File: config.mk
export PLATFORM = sky130hd
export DESIGN_NAME = mem_port_arbiter_flat
export DESIGN_NICKNAME = d
export VERILOG_FILES = /design/src/rtl/mem_port_arbiter_pkg.sv /design/src/rtl/mem_port_arbiter_if.sv /design/src/rtl/mem_port_arbiter_starve_ctr.sv /design/src/rtl/mem_port_arbiter.sv /design/src/flat_wrapper.sv
export SDC_FILE = /design/constraint.sdc
export NUM_CORES = 1
export LEC_CHECK = 0
export BUFFER_PORTS_ARGS = -buffer_cell sky130_fd_sc_hd__buf_2
export CORE_AREA = 2 2 89 91
export DETAILED_ROUTE_END_ITERATION = 16
export DIE_AREA = 0 0 91 93
export GPL_ROUTABILITY_DRIVEN = 0
export PLACE_DENSITY = 0.84
export SYNTH_ARGS = -nofsm -noshare
export SYNTH_HDL_FRONTEND = slang
export SYNTH_HIERARCHICAL = 1
export SYNTH_SLANG_ARGS = --single-unit
File: constraint.sdc
create_clock -name clk -period 3 [get_ports clk]
set_clock_uncertainty 0.15 [all_clocks]
set_input_delay 0.45 -clock clk [delete_from_list [all_inputs] [get_ports clk]]
set_output_delay 0.45 -clock clk [all_outputs]
set_load 0.05 [all_outputs]
File: src/rtl/mem_port_arbiter_pkg.sv
// Shared types and constants for the data-memory port arbiter.
package mem_arb_pkg;

  typedef enum logic [0:0] {
    IDLE,
    DBG_RESP
  } arb_state_e;

  localparam logic [3:0]  MEM_SEL_ALL = 4'hF;
  localparam int unsigned STARVE_W    = 8;

endpackage

File: src/rtl/mem_port_arbiter_if.sv
// Bundle of CPU, debug and Mem-side signals around the arbiter.
interface mem_port_arbiter_if #(
  parameter int unsigned MEM_ADDR  = 10,
  parameter int unsigned DATA_BITS = 32
);
  logic                 cpu_req;
  logic                 cpu_we;
  logic [MEM_ADDR-1:0]  cpu_addr;
  logic [DATA_BITS-1:0] cpu_wdata;
  logic [3:0]           cpu_sel;
  logic                 cpu_gnt;
  logic                 cpu_stall;

  logic                 dbg_req;
  logic [MEM_ADDR-1:0]  dbg_addr;
  logic                 dbg_gnt;
  logic                 dbg_valid;
  logic [DATA_BITS-1:0] dbg_rdata;

  logic [MEM_ADDR-1:0]  mem_addr;
  logic [DATA_BITS-1:0] mem_wdata;
  logic [3:0]           mem_sel;
  logic                 mem_str;
  logic [DATA_BITS-1:0] mem_rdata;

  logic [31:0]          stat_conflicts;
  logic [15:0]          stat_forced;

  // Requester / Mem side: drives requests and read data, observes grants.
  modport master (
    output cpu_req, cpu_we, cpu_addr, cpu_wdata, cpu_sel, dbg_req, dbg_addr, mem_rdata,
    input  cpu_gnt, cpu_stall, dbg_gnt, dbg_valid, dbg_rdata,
    input  mem_addr, mem_wdata, mem_sel, mem_str, stat_conflicts, stat_forced
  );

  modport slave (
    input  cpu_req, cpu_we, cpu_addr, cpu_wdata, cpu_sel, dbg_req, dbg_addr, mem_rdata,
    output cpu_gnt, cpu_stall, dbg_gnt, dbg_valid, dbg_rdata,
    output mem_addr, mem_wdata, mem_sel, mem_str, stat_conflicts, stat_forced
  );
endinterface

File: src/rtl/mem_port_arbiter_starve_ctr.sv
// Saturating count of debug losses; raises force_o once the debug port has waited STARVE_MAX.
module mem_arb_starve_ctr
  import mem_arb_pkg::*;
#(
  parameter int unsigned STARVE_MAX = 15
) (
  input  logic clk,
  input  logic rst_n,
  input  logic inc_i,
  input  logic clr_i,
  output logic force_o
);

  logic [STARVE_W-1:0] wait_cnt_q, wait_cnt_d;

  always_comb begin
    wait_cnt_d = wait_cnt_q;
    if (clr_i) begin
      wait_cnt_d = '0;
    end else if (inc_i && (wait_cnt_q != '1)) begin
      wait_cnt_d = wait_cnt_q + 1'b1;
    end
  end

  always_ff @(posedge clk or negedge rst_n) begin
    if (!rst_n) begin
      wait_cnt_q <= '0;
    end else begin
      wait_cnt_q <= wait_cnt_d;
    end
  end

  assign force_o = (wait_cnt_q == STARVE_W'(STARVE_MAX));

endmodule

File: src/rtl/mem_port_arbiter.sv
// Arbitrates Mem between the CPU (priority) and a read-only debug port with starvation relief.
// Optional MEM_ARB_STATS_EN adds saturating conflict / forced-slot counters.
module mem_port_arbiter
  import mem_arb_pkg::*;
#(
  parameter int unsigned MEM_ADDR   = 10,
  parameter int unsigned DATA_BITS  = 32,
  parameter int unsigned STARVE_MAX = 15
) (
  input logic              clk,
  input logic              rst_n,
  mem_port_arbiter_if.slave bus
);

  arb_state_e           state_q;
  logic                 dbg_valid_q;
  logic [DATA_BITS-1:0] dbg_rdata_q;

  logic both_req, force_dbg, dbg_gnt, cpu_gnt;

  assign both_req = bus.cpu_req & bus.dbg_req;
  assign dbg_gnt  = bus.dbg_req & (state_q == IDLE) & (~bus.cpu_req | force_dbg);
  assign cpu_gnt  = bus.cpu_req & ~dbg_gnt;

  // A cycle where both ask but debug is not served counts as a loss, including DBG_RESP.
  mem_arb_starve_ctr #(
    .STARVE_MAX (STARVE_MAX)
  ) u_starve_ctr (
    .clk     (clk),
    .rst_n   (rst_n),
    .inc_i   (both_req & ~dbg_gnt),
    .clr_i   (dbg_gnt | ~bus.dbg_req),
    .force_o (force_dbg)
  );

  always_ff @(posedge clk or negedge rst_n) begin
    if (!rst_n) begin
      state_q     <= IDLE;
      dbg_valid_q <= 1'b0;
      dbg_rdata_q <= '0;
    end else begin
      if (dbg_gnt) begin
        state_q     <= DBG_RESP;
        dbg_valid_q <= 1'b1;
        dbg_rdata_q <= bus.mem_rdata;
      end else begin
        state_q     <= IDLE;
        dbg_valid_q <= 1'b0;
      end
    end
  end

  assign bus.cpu_gnt   = cpu_gnt;
  assign bus.cpu_stall = bus.cpu_req & ~cpu_gnt;
  assign bus.dbg_gnt   = dbg_gnt;
  assign bus.dbg_valid = dbg_valid_q;
  assign bus.dbg_rdata = dbg_rdata_q;

  assign bus.mem_addr  = cpu_gnt ? bus.cpu_addr : bus.dbg_addr;
  assign bus.mem_wdata = cpu_gnt ? bus.cpu_wdata : '0;
  assign bus.mem_sel   = cpu_gnt ? bus.cpu_sel : MEM_SEL_ALL;
  assign bus.mem_str   = cpu_gnt & bus.cpu_we;

`ifdef MEM_ARB_STATS_EN
  logic [31:0] stat_conflicts_q;
  logic [15:0] stat_forced_q;

  always_ff @(posedge clk or negedge rst_n) begin
    if (!rst_n) begin
      stat_conflicts_q <= '0;
      stat_forced_q    <= '0;
    end else begin
      if (both_req && (stat_conflicts_q != '1)) begin
        stat_conflicts_q <= stat_conflicts_q + 1'b1;
      end
      // A debug grant while the CPU is asking can only be a forced slot.
      if (dbg_gnt && bus.cpu_req && (stat_forced_q != '1)) begin
        stat_forced_q <= stat_forced_q + 1'b1;
      end
    end
  end

  assign bus.stat_conflicts = stat_conflicts_q;
  assign bus.stat_forced    = stat_forced_q;
`else
  assign bus.stat_conflicts = '0;
  assign bus.stat_forced    = '0;
`endif

endmodule

File: src/flat_wrapper.sv
// flat-port wrapper written by rule: the top's interface ports become plain ports
module mem_port_arbiter_flat import mem_arb_pkg::*;
#(
  parameter int unsigned MEM_ADDR   = 10,
  parameter int unsigned DATA_BITS  = 32,
  parameter int unsigned STARVE_MAX = 15
)
  (clk, rst_n, bus_cpu_req, bus_cpu_we, bus_cpu_addr, bus_cpu_wdata, bus_cpu_sel, bus_dbg_req, bus_dbg_addr, bus_mem_rdata, bus_cpu_gnt, bus_cpu_stall, bus_dbg_gnt, bus_dbg_valid, bus_dbg_rdata, bus_mem_addr, bus_mem_wdata, bus_mem_sel, bus_mem_str, bus_stat_conflicts, bus_stat_forced);
  mem_port_arbiter_if #(.MEM_ADDR(MEM_ADDR), .DATA_BITS(DATA_BITS)) bus_i ();
  input logic clk;
  input logic rst_n;
  input wire logic [$bits(bus_i.cpu_req)-1:0] bus_cpu_req;
  input wire logic [$bits(bus_i.cpu_we)-1:0] bus_cpu_we;
  input wire logic [$bits(bus_i.cpu_addr)-1:0] bus_cpu_addr;
  input wire logic [$bits(bus_i.cpu_wdata)-1:0] bus_cpu_wdata;
  input wire logic [$bits(bus_i.cpu_sel)-1:0] bus_cpu_sel;
  input wire logic [$bits(bus_i.dbg_req)-1:0] bus_dbg_req;
  input wire logic [$bits(bus_i.dbg_addr)-1:0] bus_dbg_addr;
  input wire logic [$bits(bus_i.mem_rdata)-1:0] bus_mem_rdata;
  output wire logic [$bits(bus_i.cpu_gnt)-1:0] bus_cpu_gnt;
  output wire logic [$bits(bus_i.cpu_stall)-1:0] bus_cpu_stall;
  output wire logic [$bits(bus_i.dbg_gnt)-1:0] bus_dbg_gnt;
  output wire logic [$bits(bus_i.dbg_valid)-1:0] bus_dbg_valid;
  output wire logic [$bits(bus_i.dbg_rdata)-1:0] bus_dbg_rdata;
  output wire logic [$bits(bus_i.mem_addr)-1:0] bus_mem_addr;
  output wire logic [$bits(bus_i.mem_wdata)-1:0] bus_mem_wdata;
  output wire logic [$bits(bus_i.mem_sel)-1:0] bus_mem_sel;
  output wire logic [$bits(bus_i.mem_str)-1:0] bus_mem_str;
  output wire logic [$bits(bus_i.stat_conflicts)-1:0] bus_stat_conflicts;
  output wire logic [$bits(bus_i.stat_forced)-1:0] bus_stat_forced;
  assign bus_i.cpu_req = bus_cpu_req;
  assign bus_i.cpu_we = bus_cpu_we;
  assign bus_i.cpu_addr = bus_cpu_addr;
  assign bus_i.cpu_wdata = bus_cpu_wdata;
  assign bus_i.cpu_sel = bus_cpu_sel;
  assign bus_i.dbg_req = bus_dbg_req;
  assign bus_i.dbg_addr = bus_dbg_addr;
  assign bus_i.mem_rdata = bus_mem_rdata;
  assign bus_cpu_gnt = bus_i.cpu_gnt;
  assign bus_cpu_stall = bus_i.cpu_stall;
  assign bus_dbg_gnt = bus_i.dbg_gnt;
  assign bus_dbg_valid = bus_i.dbg_valid;
  assign bus_dbg_rdata = bus_i.dbg_rdata;
  assign bus_mem_addr = bus_i.mem_addr;
  assign bus_mem_wdata = bus_i.mem_wdata;
  assign bus_mem_sel = bus_i.mem_sel;
  assign bus_mem_str = bus_i.mem_str;
  assign bus_stat_conflicts = bus_i.stat_conflicts;
  assign bus_stat_forced = bus_i.stat_forced;
  mem_port_arbiter #(.MEM_ADDR(MEM_ADDR), .DATA_BITS(DATA_BITS), .STARVE_MAX(STARVE_MAX)) u_core (.clk(clk), .rst_n(rst_n), .bus(bus_i));
endmodule
==> impl_results.md, run 1 <==
- Status: complete, no violations
- Total track usage: 0.1438
- Least-Margin Pin Slew: 0.8756 ns
- Total core area: roughly 7500 µm²
- Relative slew slack: 0.4163
- Worst setup EP type: output port
- Bufs on Longest Clock Path: 2
- Antenna viol nets, final: 0
- Worst hold path class: in -> async
- Setup-failing EPs final: 0
- Area grow syn2layout: 34.60%
- Synthesized area: ~2600 µm²
- Power Total: between 0.0015 and 0.002 W
- Layout Cells excl Fill: between 500 and 600
- Die width: just over 90 µm
- Starting Density: 0.3401
- Global-route wire length before repair: just under 10000 µm
- Syn avg cell area: roughly 11 µm²
- Die Ht: between 90 and 100 µm
- Via count: approximately 2300
- Dpl hpwl: ~5300 µm
- Yosys cell types: 39
- Final Cycle Share: 0.9474
- Seq/Total Area, Yosys: 0.4008
- Flop-to-flop setup slack: between 0.3 and 0.4 ns
- Largest cells by area after synthesis: dfrtp_1, mux2_2, buf_4
- Total CTS buffers: 5
- # port buffers: ~180
- Critical Path AT: between 2 and 2.5 ns
- WHS: roughly 0.12 ns
- H-tree Lvls: 2
- Clk sinks: between 40 and 50
- Setup TNS: 0 ns
- RSZ-0062 raised after global routing: false
- Crit path launch type: flop
- Main synth FF type: dfrtp_1
- Fraction of registers with async set/reset: 1.000
- Post-Route WL: between 6000 and 7000 µm
- Commonest non-fill, non-tap cell in the layout: buf_2
- Residual DRC: 0
- Hold Violations, Final: 0
- Die area: between 8000 and 9000 µm²
- Yosys top cell by area: dfrtp_1
- Cell count after synthesis: 233
- TritonCTS clock tree: built
- Leak pwr: just under 2 nW
- Maximum VDD drop: 0.4361 mV
- Clk root buf: clkbuf_8
- Post-synth EDFFs: 0
- Total grt overflow: 0
- Rows: 32
- Clock transition at path regs: roughly 0.08 ns
- Max-cap violations: 0
- Largest net degree at the start of global routing: between 40 and 50
- Fraction of layout cells with a size suffix above 1: 0.5813
- DR iter-0 viols: 45
- Vias in the first global route: slightly above 2000
- # IOs: around 220
- Peak Freq: ~350 MHz
- DP Cell Count: 500
- Wirelength per Cell: around 13 µm
- Flops & latches, synth: slightly above 40
- Clock latency on the worst-skew pair: 0.29 ns
- Via density: roughly 4.4
- Critical Path RT: around 2.4 ns
- Crit path max fanout: 15
- Crit Path Class: reg -> out
- Final nets: 500
- Ys Warns: 6
- Most frequent cells in the layout: buf_2, conb_1, dfrtp_1
- DRT Pass-1 Iters: 4
- Initial antenna violation count: 1
- Yosys top cell area share: 0.4008
- Final Critical Period: between 2 and 3 ns
- Slew Limit Fails: 0
- Pwr dens: approximately 560 nW/µm²
[stage by stage]
step	util	setup WS, ns	cell area, µm²
CTS	0.4561	0.009049	3433
floorplan	-	0.1698	2743
global route	0.4574	0.01318	3443
detailed placement	0.4417	0.1882	3324
global placement	0.4417	0.2662	3324
finish	0.4578	0.1577	3446
[repair_timing]
item,4_1_cts,5_1_grt
hold buffers,0,0
buffers inserted,1,0
pin swaps,1,1
hold endpoints to repair,0,0
endpoints found under the setup margin,12,46
resized for setup,2,1
[layer usage]
layer  share of wire  GRT usage  vias to the layer above  routed length (µm)
li1                -          -                     1063                   -
met1            0.37     0.1566                     1045                2462
met2            0.51     0.2654                      133                3391
met3            0.10    0.04271                        9                 684
met4           0.014    0.05051                        0                  93
met5               0          0                        -                   0
[critical path, stage by stage, from the launching register on]
cell	delay, ns
dfrtp_1	0.45
ha_4	0.20
nand4_1	0.16
nor4_4	0.25
nand3b_4	0.11
and2_4	0.24
mux2_4	0.32
buf_2	0.21
[synth_stat cells, types with 2 or more instances]
master and count:
nor4_1 2, nor2b_1 3, mux2_2 36, clkbuf_1 7, mux2_4 5, o21ai_0 2, dfrtp_1 41, buf_4 48
nand4_1 2, nor2_1 3, mux2_1 3, nand3_1 2, nand2_1 3, nor3_1 4, nand2b_1 6, a21oi_1 4
buf_6 4, and3_1 34, inv_1 4
[flip-flops by register name (all words and copies together) (netlist names)]
register	flops
u_core/bus.dbg_rdata	32
u_core/u_starve_ctr/wait_cnt_q	8
u_core/bus.dbg_valid	1
[cell type report]
type,count,area [µm²]
Antenna cell,1,2.502
Clock buffer,6,82.58
Clock inverter,1,7.507
Fill cell,713,4081
Inverter,4,15.01
Multi-Input combinational cell,174,1271
Sequential cell,41,1026
Tap cell,102,127.6
Timing Repair Buffer,180,913.4
[cells by family (layout without fill, tap and decap cells)]
kind of cell,after synthesis,count (layout),share of synthesized area
and+or+nand+nor,69,69,0.1789
buffers and inverters,65,191,0.1823
muxes,45,45,0.2048
DFF,41,41,0.4008
AOI/OAI and AO/OA,11,11,0.02689
adders and majority gates,1,1,0.004887
other,1,49,0.001465
[power by group]
group	total (W)	internal (W)	switching, W
clock	0.000369	0.000182	0.000187
combinational	0.000891	0.000216	0.000675
sequential	0.000672	0.000631	0.0000415
total	0.00193	0.00103	0.000904
[worst paths after layout]
check | start | endpoint | cells past startpoint
worst max-delay path | u_core/u_starve_ctr/wait_cnt_q[0] | bus_mem_addr[5] | 7
worst min-delay path | rst_n | u_core/bus.dbg_rdata[24] | 1
worst max register to register | u_core/u_starve_ctr/wait_cnt_q[0] | u_core/u_starve_ctr/wait_cnt_q[7] | 8
worst min register to register | u_core/bus.dbg_rdata[19] | u_core/bus.dbg_rdata[19] | 1
max in group asynchronous | rst_n | u_core/bus.dbg_rdata[10] | 1
min in group clk | bus_mem_rdata[20] | u_core/bus.dbg_rdata[20] | 2
Note: power is estimated with default switching activity, not from simulation.
==> run 2: changes to the inputs <==
PLACE_DENSITY = 0.81   (was 0.84)
clock period = 3.2 ns   (was 3 ns; I/O delays follow)
==> run 2 against run 1 <==
Hold slack better by 0.040 ns. Core utilization fell by 0.12 points. Register-to-register slack better by 0.07 ns. Clock power increased by 14%. Total power decreased by 2.4%. Highest routed layer unchanged. Final cell count down 0.20%.
==> impl_results.md, run 2 (synthesis gave the netlist of run 1 again) <==
- Maximum VDD drop: a little under 0.4 mV
- # IOs: 224
- Crit path cell chain: ha_1 -> nand4_1 -> nor4_2 -> buf_4 -> nand3b_4 -> and2_4 -> mux2_4 -> buf_2
- GRT Max-Usage Layer: met2
- Post-Route WL: about 6400 µm
- Final nets: approximately 500
- Max FFs per register: 32
- Critical Path AT: 2.35 ns
- Largest net degree at the start of global routing: between 40 and 50
- Final Cycle Share: 0.9304
- Met3 usage: 0.04351
- DR iter-0 viols: a little over 80
- # port buffers: roughly 180
- Ant diodes: 0
- Relative slew slack: 0.3978
- Die Ht: just over 90 µm
- WHS: 0.1629 ns
- Status: complete, no violations
- Hold Violations, Final: 0
- Via count: 2207
- Total core area: roughly 7500 µm²
- Core Util, Final: 0.4566
- Total track usage: 0.1379
- Dpl hpwl: between 5000 and 6000 µm
- Worst setup EP type: output port
- Setup-failing EPs final: 0
- H-tree Lvls: 2
- Leak pwr: ~2 nW
- GR met2 Demand/Resource: 0.2488
- Clk sinks: 41
- Fraction of layout cells with a size suffix above 1: 0.5788
- Crit path launch type: flop
- Total CTS buffers: 5
- Crit path max fanout: 15
- Antenna viol nets, final: 0
- Die area: 8463 µm²
- Peak Freq: between 300 and 400 MHz
- Least-Margin Pin Slew: 0.9033 ns
- Initial antenna violation count: 0
- Family with the most delay on the worst path: simple AND/OR/NAND/NOR gates
- Die width: slightly above 90 µm
- Critical Path RT: 2.57 ns
- Clock transition at path regs: roughly 0.080 ns
- Total grt overflow: 0
- Vias in the first global route: between 2000 and 2500
- Rows: 32
- Slew Limit Fails: 0
- Residual DRC: 0
- Worst path bufs/invs: 2
- Starting Density: 0.3401
- Routing usage on met1: 0.1546
- Max-cap violations: 0
- TritonCTS clock tree: built
- Bufs on Longest Clock Path: 2
- Wirelength per Cell: about 13 µm
- Commonest non-fill, non-tap cell in the layout: buf_2
- Clk root buf: clkbuf_8
- Worst hold path class: in -> async
- Pwr dens: ~550 nW/µm²
- Area grow syn2layout: 34.26%
- Most frequent cells in the layout: buf_2, conb_1, dfrtp_1
- Crit-path slowest cell: dfrtp_1
- Largest stage delay on the critical path: between 0.4 and 0.5 ns
- Global-route wire length before repair: between 9000 and 10000 µm
- Final Critical Period: roughly 3.0 ns
- Via density: ~4.3
- Post-CTS Hold Buffers: 0
- RSZ-0062 raised after global routing: false
- Crit Path Class: reg -> out
- DRT Pass-1 Iters: 4
- Setup TNS: 0 ns
- Clock latency on the worst-skew pair: a little under 0.3 ns
==> run 2: cell count changes in the layout (fill, tap and decap cells not counted), sizes merged <==
| cell | change |
|---|---|
| clkinv | +1 |
| bufinv | +1 |
| buf | -1 |
| diode | -1 |
| inv | +1 |
| clkinvlp | -1 |
| clkbuf | -1 |
==> run 2: metrics by stage <==
stage          setup slack, ns  total power (W)  instance area [µm²]  cells
3_3_place_gp            0.5198         0.001463                 3318    500
2_1_floorplan          0.08795         0.001328                 2736    280
5_1_grt                0.08286         0.001965                 3437    508
4_1_cts                 0.1701         0.001902                 3431    508
6_report                0.2227         0.001885                 3437    508
3_5_place_dp            0.4496         0.001476                 3318    500
==> run 2: layout make-up <==
type                            count  area, µm²
Clock buffer                        5      68.82
Clock inverter                      3      43.79
Fill cell                         718       4090
Inverter                            4      15.01
Multi-Input combinational cell    174       1250
Sequential cell                    41       1026
Tap cell                          102      127.6
Timing Repair Buffer              179      905.9
==> run 2: metal layers <==
layer  up-vias  routed length, µm
li1       1059                  -
met1      1019               2446
met2       127               3258
met3         2                663
met4         0                 36
met5         -                  0
==> run 2: what timing repair did <==
action,4_1_cts,5_1_grt
setup buffers,0,0
setup endpoints to repair,0,11
resized for setup,0,1
==> run 2: worst paths after layout <==
path / startpoint / endpoint / slack, ns / depth (start not counted)
worst max-delay path: u_core/u_starve_ctr/wait_cnt_q[0] / bus_mem_addr[5] / 0.22 / 8
worst min-delay path: rst_n / u_core/bus.dbg_rdata[19] / 0.16 / 1
worst max register to register: u_core/u_starve_ctr/wait_cnt_q[0] / u_core/u_starve_ctr/wait_cnt_q[5] / 0.46 / 8
worst min register to register: u_core/bus.dbg_rdata[19] / u_core/bus.dbg_rdata[19] / 0.35 / 1
max in group asynchronous: rst_n / u_core/u_starve_ctr/wait_cnt_q[2] / 2.17 / 1
min in group clk: bus_mem_rdata[19] / u_core/bus.dbg_rdata[19] / 0.26 / 2
==> run 2: power by group <==
| part | internal [W] | switching (W) |
|---|---|---|
| logic | 0.000201 | 0.000632 |
| clock network | 0.000234 | 0.000188 |
| registers | 0.000591 | 0.0000385 |
| total | 0.00103 | 0.000859 |
